**config.mk**
```make
export PLATFORM = sky130hd
export DESIGN_NAME = vga_fb_arbiter_flat
export DESIGN_NICKNAME = d
export VERILOG_FILES = /design/src/rtl/vga_fb_arbiter_if.sv /design/src/rtl/vga_fb_arbiter.sv /design/src/flat_wrapper.sv
export SDC_FILE = /design/constraint.sdc
export NUM_CORES = 1
export LEC_CHECK = 0
export CORE_MARGIN = 2
export CORE_UTILIZATION = 30
export CTS_CLUSTER_DIAMETER = 60
export DETAILED_ROUTE_END_ITERATION = 8
export HOLD_SLACK_MARGIN = 0.05
export MAX_ROUTING_LAYER = met4
export SLEW_MARGIN = 40
export SYNTH_ARGS = -nofsm -noshare
export SYNTH_HDL_FRONTEND = slang
export SYNTH_SLANG_ARGS = --single-unit
```
**constraint.sdc**
```tcl
create_clock -name clk_25 -period 3.6 [get_ports clk_25]
set_input_delay 0.36 -clock clk_25 [delete_from_list [all_inputs] [get_ports clk_25]]
set_output_delay 0.36 -clock clk_25 [all_outputs]
set_load 0.03 [all_outputs]
```
**src/rtl/vga_fb_arbiter_if.sv**
```systemverilog
// Host write channel and single-port pixel-memory bus of the VGA framebuffer arbiter.
// master is the arbiter; slave is the host writer together with the memory.
interface vga_fb_arbiter_if #(
  parameter int ADDR_W = 19,
  parameter int DATA_W = 8
);
  logic              host_wr_valid;
  logic              host_wr_ready;
  logic [ADDR_W-1:0] host_wr_addr;
  logic [DATA_W-1:0] host_wr_data;
  logic              mem_en;
  logic              mem_we;
  logic [ADDR_W-1:0] mem_addr;
  logic [DATA_W-1:0] mem_wdata;
  logic [DATA_W-1:0] mem_rdata;

  modport master (
    input  host_wr_valid, host_wr_addr, host_wr_data, mem_rdata,
    output host_wr_ready, mem_en, mem_we, mem_addr, mem_wdata
  );

  modport slave (
    output host_wr_valid, host_wr_addr, host_wr_data, mem_rdata,
    input  host_wr_ready, mem_en, mem_we, mem_addr, mem_wdata
  );
endinterface

```
**src/rtl/vga_fb_arbiter.sv**
```systemverilog
// Shares one single-port pixel memory between display fetches (always win) and a
// FIFO-buffered host writer that drains whenever the display leaves the memory idle.
module vga_fb_arbiter #(
  parameter int ADDR_W      = 19,
  parameter int DATA_W      = 8,
  parameter int FIFO_DEPTH  = 4,
  parameter int H_VIS_START = 160,
  parameter int H_VIS_END   = 800,
  parameter int V_VIS_START = 41,
  parameter int V_VIS_END   = 521,
  parameter int FETCH_LEAD  = 3
) (
  input  logic              clk_25,
  input  logic              reset_n,
  input  logic [9:0]        h_count,
  input  logic [9:0]        v_count,
  vga_fb_arbiter_if.master  bus,
  output logic [DATA_W-1:0] pix_data,
  output logic              pix_valid,
  output logic              frame_start,
  output logic [2:0]        fifo_level
);
  localparam int PTR_W     = $clog2(FIFO_DEPTH);
  localparam int FETCH_LO  = H_VIS_START - FETCH_LEAD;
  localparam int FETCH_HI  = H_VIS_END - FETCH_LEAD;
  localparam logic [9:0] FETCH_START = FETCH_LO[9:0];
  localparam logic [9:0] FETCH_END   = FETCH_HI[9:0];
  localparam logic [9:0] V_START     = V_VIS_START[9:0];
  localparam logic [9:0] V_END       = V_VIS_END[9:0];
  localparam logic [PTR_W:0] FULL_LEVEL = FIFO_DEPTH[PTR_W:0];

  typedef enum logic [1:0] {ST_VBLANK, ST_HBLANK, ST_FETCH} state_t;

  state_t                   state, state_next;
  logic                     v_vis, in_window, rd_now, push, pop;
  logic [ADDR_W-1:0]        disp_addr;
  logic [ADDR_W+DATA_W-1:0] fifo_mem [FIFO_DEPTH];
  logic [PTR_W-1:0]         wr_ptr, rd_ptr;
  logic [PTR_W:0]           count;
  logic                     rd_pend;

  assign v_vis     = (v_count >= V_START) && (v_count < V_END);
  assign in_window = v_vis && (h_count >= FETCH_START) && (h_count < FETCH_END);

  assign bus.host_wr_ready = (count != FULL_LEVEL);
  assign push       = bus.host_wr_valid && bus.host_wr_ready;
  assign pop        = !rd_now && (count != '0);
  assign fifo_level = count;

  // A fetch only starts at the head of the window, so a line entered mid-way
  // (e.g. after reset) stays dark until the next line begins.
  always_comb begin
    state_next = state;
    rd_now     = 1'b0;
    if (!v_vis) begin
      state_next = ST_VBLANK;
    end else begin
      case (state)
        ST_VBLANK: state_next = ST_HBLANK;
        ST_HBLANK: begin
          if (in_window && (h_count == FETCH_START)) begin
            state_next = ST_FETCH;
            rd_now     = 1'b1;
          end
        end
        ST_FETCH: begin
          if (in_window) rd_now = 1'b1;
          else           state_next = ST_HBLANK;
        end
        default: state_next = ST_VBLANK;
      endcase
    end
  end

  always_ff @(posedge clk_25) begin
    if (push) fifo_mem[wr_ptr] <= {bus.host_wr_addr, bus.host_wr_data};
  end

  always_ff @(posedge clk_25) begin
    if (!reset_n) begin
      state         <= ST_VBLANK;
      disp_addr     <= '0;
      wr_ptr        <= '0;
      rd_ptr        <= '0;
      count         <= '0;
      bus.mem_en    <= 1'b0;
      bus.mem_we    <= 1'b0;
      bus.mem_addr  <= '0;
      bus.mem_wdata <= '0;
      rd_pend       <= 1'b0;
      pix_valid     <= 1'b0;
      pix_data      <= '0;
      frame_start   <= 1'b0;
    end else begin
      state       <= state_next;
      frame_start <= (h_count == 10'd0) && (v_count == 10'd0);

      if (frame_start)  disp_addr <= '0;
      else if (rd_now)  disp_addr <= disp_addr + ADDR_W'(1);

      bus.mem_en <= rd_now || pop;
      bus.mem_we <= pop;
      if (rd_now) begin
        bus.mem_addr <= disp_addr;
      end else if (pop) begin
        bus.mem_addr  <= fifo_mem[rd_ptr][ADDR_W+DATA_W-1:DATA_W];
        bus.mem_wdata <= fifo_mem[rd_ptr][DATA_W-1:0];
      end

      if (push) wr_ptr <= wr_ptr + PTR_W'(1);
      if (pop)  rd_ptr <= rd_ptr + PTR_W'(1);
      case ({push, pop})
        2'b10:   count <= count + (PTR_W+1)'(1);
        2'b01:   count <= count - (PTR_W+1)'(1);
        default: count <= count;
      endcase

      // Memory answers one cycle after the read strobe; pixel lands one cycle later.
      rd_pend   <= bus.mem_en && !bus.mem_we;
      pix_valid <= rd_pend;
      pix_data  <= rd_pend ? bus.mem_rdata : '0;
    end
  end
endmodule
```
**src/flat_wrapper.sv**
```systemverilog
// flat-port wrapper written by rule: the top's interface ports become plain ports
module vga_fb_arbiter_flat 
#(
  parameter int ADDR_W      = 19,
  parameter int DATA_W      = 8,
  parameter int FIFO_DEPTH  = 4,
  parameter int H_VIS_START = 160,
  parameter int H_VIS_END   = 800,
  parameter int V_VIS_START = 41,
  parameter int V_VIS_END   = 521,
  parameter int FETCH_LEAD  = 3
)
  (clk_25, reset_n, h_count, v_count, pix_data, pix_valid, frame_start, fifo_level, bus_host_wr_valid, bus_host_wr_addr, bus_host_wr_data, bus_mem_rdata, bus_host_wr_ready, bus_mem_en, bus_mem_we, bus_mem_addr, bus_mem_wdata);
  vga_fb_arbiter_if #(.ADDR_W(ADDR_W), .DATA_W(DATA_W)) bus_i ();
  input  logic clk_25;
  input  logic reset_n;
  input  logic [9:0] h_count;
  input  logic [9:0] v_count;
  output logic [DATA_W-1:0] pix_data;
  output logic pix_valid;
  output logic frame_start;
  output logic [2:0] fifo_level;
  input wire logic [$bits(bus_i.host_wr_valid)-1:0] bus_host_wr_valid;
  input wire logic [$bits(bus_i.host_wr_addr)-1:0] bus_host_wr_addr;
  input wire logic [$bits(bus_i.host_wr_data)-1:0] bus_host_wr_data;
  input wire logic [$bits(bus_i.mem_rdata)-1:0] bus_mem_rdata;
  output wire logic [$bits(bus_i.host_wr_ready)-1:0] bus_host_wr_ready;
  output wire logic [$bits(bus_i.mem_en)-1:0] bus_mem_en;
  output wire logic [$bits(bus_i.mem_we)-1:0] bus_mem_we;
  output wire logic [$bits(bus_i.mem_addr)-1:0] bus_mem_addr;
  output wire logic [$bits(bus_i.mem_wdata)-1:0] bus_mem_wdata;
  assign bus_i.host_wr_valid = bus_host_wr_valid;
  assign bus_i.host_wr_addr = bus_host_wr_addr;
  assign bus_i.host_wr_data = bus_host_wr_data;
  assign bus_i.mem_rdata = bus_mem_rdata;
  assign bus_host_wr_ready = bus_i.host_wr_ready;
  assign bus_mem_en = bus_i.mem_en;
  assign bus_mem_we = bus_i.mem_we;
  assign bus_mem_addr = bus_i.mem_addr;
  assign bus_mem_wdata = bus_i.mem_wdata;
  vga_fb_arbiter #(.ADDR_W(ADDR_W), .DATA_W(DATA_W), .FIFO_DEPTH(FIFO_DEPTH), .H_VIS_START(H_VIS_START), .H_VIS_END(H_VIS_END), .V_VIS_START(V_VIS_START), .V_VIS_END(V_VIS_END), .FETCH_LEAD(FETCH_LEAD)) u_core (.clk_25(clk_25), .reset_n(reset_n), .h_count(h_count), .v_count(v_count), .bus(bus_i), .pix_data(pix_data), .pix_valid(pix_valid), .frame_start(frame_start), .fifo_level(fifo_level));
endmodule
```
== Word level (Yosys, flattened, before mapping) ==
Memories as Yosys holds them, arrays and structs flattened. A register that Yosys moved wholly into a read port is not among the register bits.
Index checks and enable logic that the tools add are counted.
Word-level totals
  register bits after elaboration: 68
  bits in latches: 0
  memory bits (writable): 108
  bits in read-only memories: 0
  bits of input ports: 58
  output and inout port bits: 43
  logic and storage cells: 69
  memories kept: 1
Cells by class
  add/sub/neg operators: 5
  multiply operators: 0
  divide/modulo/power cells: 0
  magnitude comparators: 4
  equality and inequality tests: 8
  shift-type cells: 0
  muxes and demuxes: 14
  bitwise logic cells: 2
  reductions and logical operators: 22
Memory list
  u_core.fifo_mem: depth 4, bits a word 27, read ports 1, clocked after Yosys merged registers in 1, write ports 1, line vga_fb_arbiter.sv:37  | logic [ADDR_W+DATA_W-1:0] fifo_mem [FIFO_DEPTH];
Operators by type and width (count)
  $mux W19: 2
  $logic_not A10 Y1: 2
  $lt A10 B10 Y1 const B: 2
  $add A19 B1 Y19 const B: 1
  $eq A10 B8 Y1 const B: 1
  $ge A10 B6 Y1 const B: 1
  $ge A10 B8 Y1 const B: 1
  $logic_and A1 B1 Y1: 8
  $mux W2: 4
  $reduce_and A2 Y1: 4
  $pmux W2 S3: 1
  $pmux W3 S2: 1
  $mux W1: 5
  $add A2 B1 Y2 const B: 2
  $eq A2 B1 Y1 const B: 2
  $eq A2 B2 Y1 const B: 2
  $reduce_bool A2 Y1: 2
  $add A3 B1 Y3 const B: 1
  $ne A3 B3 Y1 const B: 1
  $reduce_bool A3 Y1: 1
  $sub A3 B1 Y3 const B: 1
  $logic_not A1 Y1: 2
  $logic_not A2 Y1: 1
  $ne A2 B1 Y1 const B: 1
  5 further kinds: 6

== Logic depth before layout (Yosys ltp) ==
  word-level depth: 12
  gate-level depth with buffers: 14
  gate-level depth less buffers: 13

== Worst setup path before layout ==
OpenSTA, ideal clock, no wires.
  path kind: input port to flip-flop
  start: input h_count[6]
  end: register u_core.count[2], in the netlist u_core.fifo_level[2]
  setup time: 71 ps
  data arrival time: 2864 ps
  data required time: 3529 ps
  path slack: 665 ps
  stages: 12
  cells stage by stage: or2_1 > o21a_1 > o31ai_2 > o31ai_1 > clkbuf_1 > inv_1 > ha_1 > inv_1 > fa_1 > xor2_1 > or3_1 > a21oi_1
On the way
  word-level cells in the longest chain between the ends: 11
RTL lines
  start: declaration: line flat_wrapper.sv:17  | input logic [9:0] h_count;
  $ge A10 B8 Y1: line vga_fb_arbiter.sv:43  | assign in_window = v_vis && (h_count >= FETCH_START) && (h_count < FETCH_END);
  $logic_and A1 B1 Y1 (2 in a row): line vga_fb_arbiter.sv:43
  $logic_and A1 B1 Y1: line vga_fb_arbiter.sv:61  | if (in_window && (h_count == FETCH_START)) begin
  $mux W1: line vga_fb_arbiter.sv:61
  $pmux W1 S2 *: line vga_fb_arbiter.sv:58  | case (state)
  $mux W1 *: line vga_fb_arbiter.sv:55  | if (!v_vis) begin
  $logic_not A1 Y1 *: line vga_fb_arbiter.sv:47  | assign pop = !rd_now && (count != '0);
  $logic_and A1 B1 Y1 *: line vga_fb_arbiter.sv:47
  net u_core.pop: line vga_fb_arbiter.sv:35  | logic v_vis, in_window, rd_now, push, pop;
  $eq A2 B1 Y1 / $eq A2 B2 Y1 (equally long branches): line vga_fb_arbiter.sv:112  | case ({push, pop})
  $pmux W3 S2 / $reduce_bool A2 Y1 (equally long branches)
  end signal: assignment: line vga_fb_arbiter.sv:113  | 2'b10: count <= count + (PTR_W+1)'(1);
  end signal: assignment: line vga_fb_arbiter.sv:114  | 2'b01: count <= count - (PTR_W+1)'(1);
  end signal: assignment: line vga_fb_arbiter.sv:115  | default: count <= count;
  end: declaration: line vga_fb_arbiter.sv:39  | logic [PTR_W:0] count;
The timed path passes the listed nets; every way through them passes the cells marked *.
A chain may end at the register's enable or synchronous reset.

== Worst setup path in the final report ==
  start: input v_count[5]
  end: register u_core.count[2], in the netlist u_core.fifo_level[2]
On the way
  word-level cells in the longest chain between the ends: 12
RTL lines
  start: declaration: line flat_wrapper.sv:18  | input logic [9:0] v_count;
  $ge A10 B6 Y1 / $lt A10 B10 Y1 (equally long branches): line vga_fb_arbiter.sv:42  | assign v_vis = (v_count >= V_START) && (v_count < V_END);
  $logic_and A1 B1 Y1 *: line vga_fb_arbiter.sv:42
  $logic_and A1 B1 Y1 (2 in a row): line vga_fb_arbiter.sv:43
  $logic_and A1 B1 Y1: line vga_fb_arbiter.sv:61
  $mux W1: line vga_fb_arbiter.sv:61
  $pmux W1 S2: line vga_fb_arbiter.sv:58
  $mux W1 *: line vga_fb_arbiter.sv:55
  $logic_not A1 Y1 *: line vga_fb_arbiter.sv:47
  $logic_and A1 B1 Y1 *: line vga_fb_arbiter.sv:47
  net u_core.pop: line vga_fb_arbiter.sv:35
  $eq A2 B1 Y1 / $eq A2 B2 Y1 (equally long branches): line vga_fb_arbiter.sv:112
  $pmux W3 S2 / $reduce_bool A2 Y1 (equally long branches)
Marked as above.

==> summary.txt <==
Job
  – Max Cap Violations: 0

STA
  – Worst rel slew slack: 0.482
  – Fmax: 0.359 GHz
  – Max-slew violation count: 0
  – RSZ-0062 raised after global routing: false
  – Setup tns final: 0 ps
  – Hold_ws: 439 ps
  – Clk_skew: 6.42 ps
  – Worst Tran Pin Value: 777 ps
  – Final worst slack: 816 ps
  – Hold Vio Cnt, Final: 0
  – Final Critical Period: 2780 ps
  – Fin crit share: 0.773
  – Final setup violation count: 0

Layout
  – Fin nets: 671
  – Synthesis-to-finish area growth: 27.6%
  – Fill cell count: 2204
  – Layout cells sized above 1: 0.135
  – Antenna cell count: 0

Logic synthesis
  – Post-Synthesis Cell Area: 7070 um2
  – Post-Syn Nets: 567
  – Cells after Synth: 499
  – Post-synth top cells: edfxtp_1 (108), dfxtp_1 (70), nor2_1 (39), mux4_2 (27), nand3_1 (22)
  – Mean post-synth cell area: 14.2 um2
  – Syn. warnings: 0
  – Synth cell types: 50
  – Post-synthesis sequential area ratio: 0.657
  – EDFF count, synth: 108
  – #FFs+latches synth: 178
  – Top-count cell post-synth: edfxtp_1
  – Ranking of synthesized cells by area: edfxtp_1 (46%), dfxtp_1 (20%), mux4_2 (8.6%)
  – Post-synth top area share: 0.459
  – Ys flop type: edfxtp_1
  – Async S/R FF share, synth: 0
  – Area leader, netlist: edfxtp_1

Routing
  – WL/cell: 16.8 um
  – Antenna viol nets, final: 0
  – Initial DRT Pass Iterations: 6
  – Detailed Route Iter0 Violations: 280
  – Vias: 4471
  – Post-DR vias/cell: 4.78
  – Drc violations: 0
  – Drt total wl: 15.7 mm

Power
  – Pwr dens: 688 nW/um2
  – Total power: 6.21 mW
  – Static Leak: 3.05 nW
  – Peak supply drop: 0.406 mV
  – Combinational share of power: 0.268
  – Psw: 1.94 mW
  – Int Power: 4.27 mW
  – Clk pwr share: 0.289
  – Sequential share of power: 0.443
  – Sw frac: 0.313

Setup path
  – Critical path's slowest cell: clkdlybuf4s50_1
  – CP Capture Type: flip-flop
  – CP Data Arrival Time: 3150 ps
  – Worst Path Required: 3970 ps
  – Worst Path Class, Setup: in -> reg
  – Cell Chain, Critical Path: clkdlybuf4s50_1 > a2111oi_0 > a21oi_1 > a31oi_1 > o31ai_2 > inv_1 > ha_1 > inv_1 > fa_1 > xor2_1 > or3_1 > a21oi_1
  – Largest stage delay, worst path: 440 ps
  – Crit path launch type: primary input
  – Worst-path fanout max: 3
  – CP Buf/Inv Count: 3
  – Largest delay share family, worst path: compound AO/OA/AOI/OAI gates

Run status
  – Status: finished, final reports clean

Floorplanning
  – DIE AREA: 24800 um2
  – Initial Util: 0.303
  – Num ports: 101
  – Core area: 23300 um2
  – Die Span Y: 158 um
  – Std-Cell Rows: 56
  – Die extent in x: 158 um

Clocking
  – CTS tree: done
  – Post-cts sizing count: 0
  – Worst skew pair latency: 430 ps
  – Hold Buf Count CTS: 0
  – Number of setup buffers added after CTS: 0
  – TritonCTS Buffers: 17
  – Worst-path clk slew: 70 ps
  – Sink Count: 178
  – Clock tree buffer depth: 2
  – Root Driver: clkbuf_16
  – H-tree Lvls: 4

GRT
  – Gr usage total: 0.135
  – Initial antenna violation count: 0
  – First-pass GRT wire length: 24.6 mm
  – Overflow left after global routing: 0
  – Pin count of the biggest net entering global routing: 60
  – Vias in the first global route: 4674

Place
  – RD Place Congestion: 0.773
  – Post-Place Setup Slack: 377 ps
  – Dpl hpwl: 10.4 mm
  – Number of port buffers: 100

Hold path
  – Hold WC Path Type: reg -> reg
==> registers in the layout, indices dropped and copies added (netlist names), named ones only <==
signal / cells
u_core.wr_ptr: 2
u_core.pix_data: 8
u_core.fifo_mem: 108
u_core.rd_pend: 1
u_core.frame_start: 1
u_core.bus.mem_en: 1
u_core.rd_ptr: 2
u_core.state: 2
u_core.bus.mem_wdata: 8
u_core.bus.mem_we: 1
u_core.disp_addr: 19
u_core.bus.mem_addr: 19
u_core.fifo_level: 3
u_core.pix_valid: 1
==> per-layer routing <==
layer,wire length [um],global-route usage,vias up
met1,6650,0.154,2222
met5,0,-,-
li1,-,-,2119
met3,577,0.0284,34
met4,526,0.0649,0
met2,7960,0.226,96
==> worst reg2reg max path, stage by stage, from the launching register on <==
cell and delay [ps]:
dfxtp_1 380, inv_1 80, ha_1 220, nand3_1 130, nor4_4 60, o21ai_2 300
o31ai_2 110, inv_1 70, ha_1 170, inv_1 60, fa_1 390, xor2_1 160
or3_1 320, a21oi_1 140
==> cells in the final DEF (no fill, tap or decap), types with 3 or more instances in the layout <==
master and count:
a21oi_1 19, nor3_1 3, edfxtp_1 108, or3_1 8, or2_2 3, buf_4 11
o41ai_1 4, inv_8 4, clkbuf_16 17, xnor2_1 6, and3_1 14, o21ai_0 12
xor2_1 3, inv_6 4, nor2_1 39, a211oi_1 20, nor4_1 8, mux2i_1 19
mux4_2 27, ha_1 9, o31ai_1 6, clkdlybuf4s50_1 100, or4_1 6, dfxtp_1 68
nand2_1 21, nand3_1 22, inv_1 16
==> worst paths after layout <==
check | start | endpoint | slack (ps) | depth (start not counted)
setup / recovery | v_count[5] | u_core.fifo_level[2]$_SDFFE_PN0P_ | 820 | 12
hold / removal | u_core.bus.mem_we$_SDFF_PN0_ | u_core.rd_pend$_SDFF_PN0_ | 440 | 1
hold reg to reg | u_core.bus.mem_we$_SDFF_PN0_ | u_core.rd_pend$_SDFF_PN0_ | 440 | 1
setup reg to reg | u_core.state[1]$_SDFFE_PN0P_ | u_core.fifo_level[2]$_SDFFE_PN0P_ | 940 | 13
==> cell families (layout without fill, tap and decap cells) <==
kind of cell,Yosys count,after routing,synth area share
buf+inv,42,159,0.0242
xor+xnor,9,9,0.0112
flops,178,178,0.657
simple gates,137,137,0.101
compound gates,77,77,0.0749
mux,46,46,0.113
fa+ha+maj,10,10,0.0188
==> power groups by stage <==
stage	Clock, mW	Combinational [mW]	Sequential (mW)
floorplan	0	0.813	2.97
CTS	1.84	1.69	2.77
finish	1.79	1.66	2.75
global route	1.92	1.77	2.80
global placement	0	1.67	2.80
detailed placement	0	1.68	2.81
==> metrics by stage <==
stage,utilization,cell area [um2],std cells
2_1_floorplan,-,7070,499
3_3_place_gp,0.362,8450,903
3_5_place_dp,0.362,8450,903
4_1_cts,0.387,9020,935
5_1_grt,0.387,9020,935
6_report,0.387,9020,935
==> layout make-up <==
type	count	area, um2	area share
inverter	16	60.1	0.00666
timing repair buffer	111	1080	0.120
multi-input combinational	279	2260	0.250
tap	319	399	0.0442
sequential	178	4650	0.515
clock inverter	15	148	0.0164
clock buffer	17	425	0.0471
Note: power is estimated with default switching activity, not from simulation.
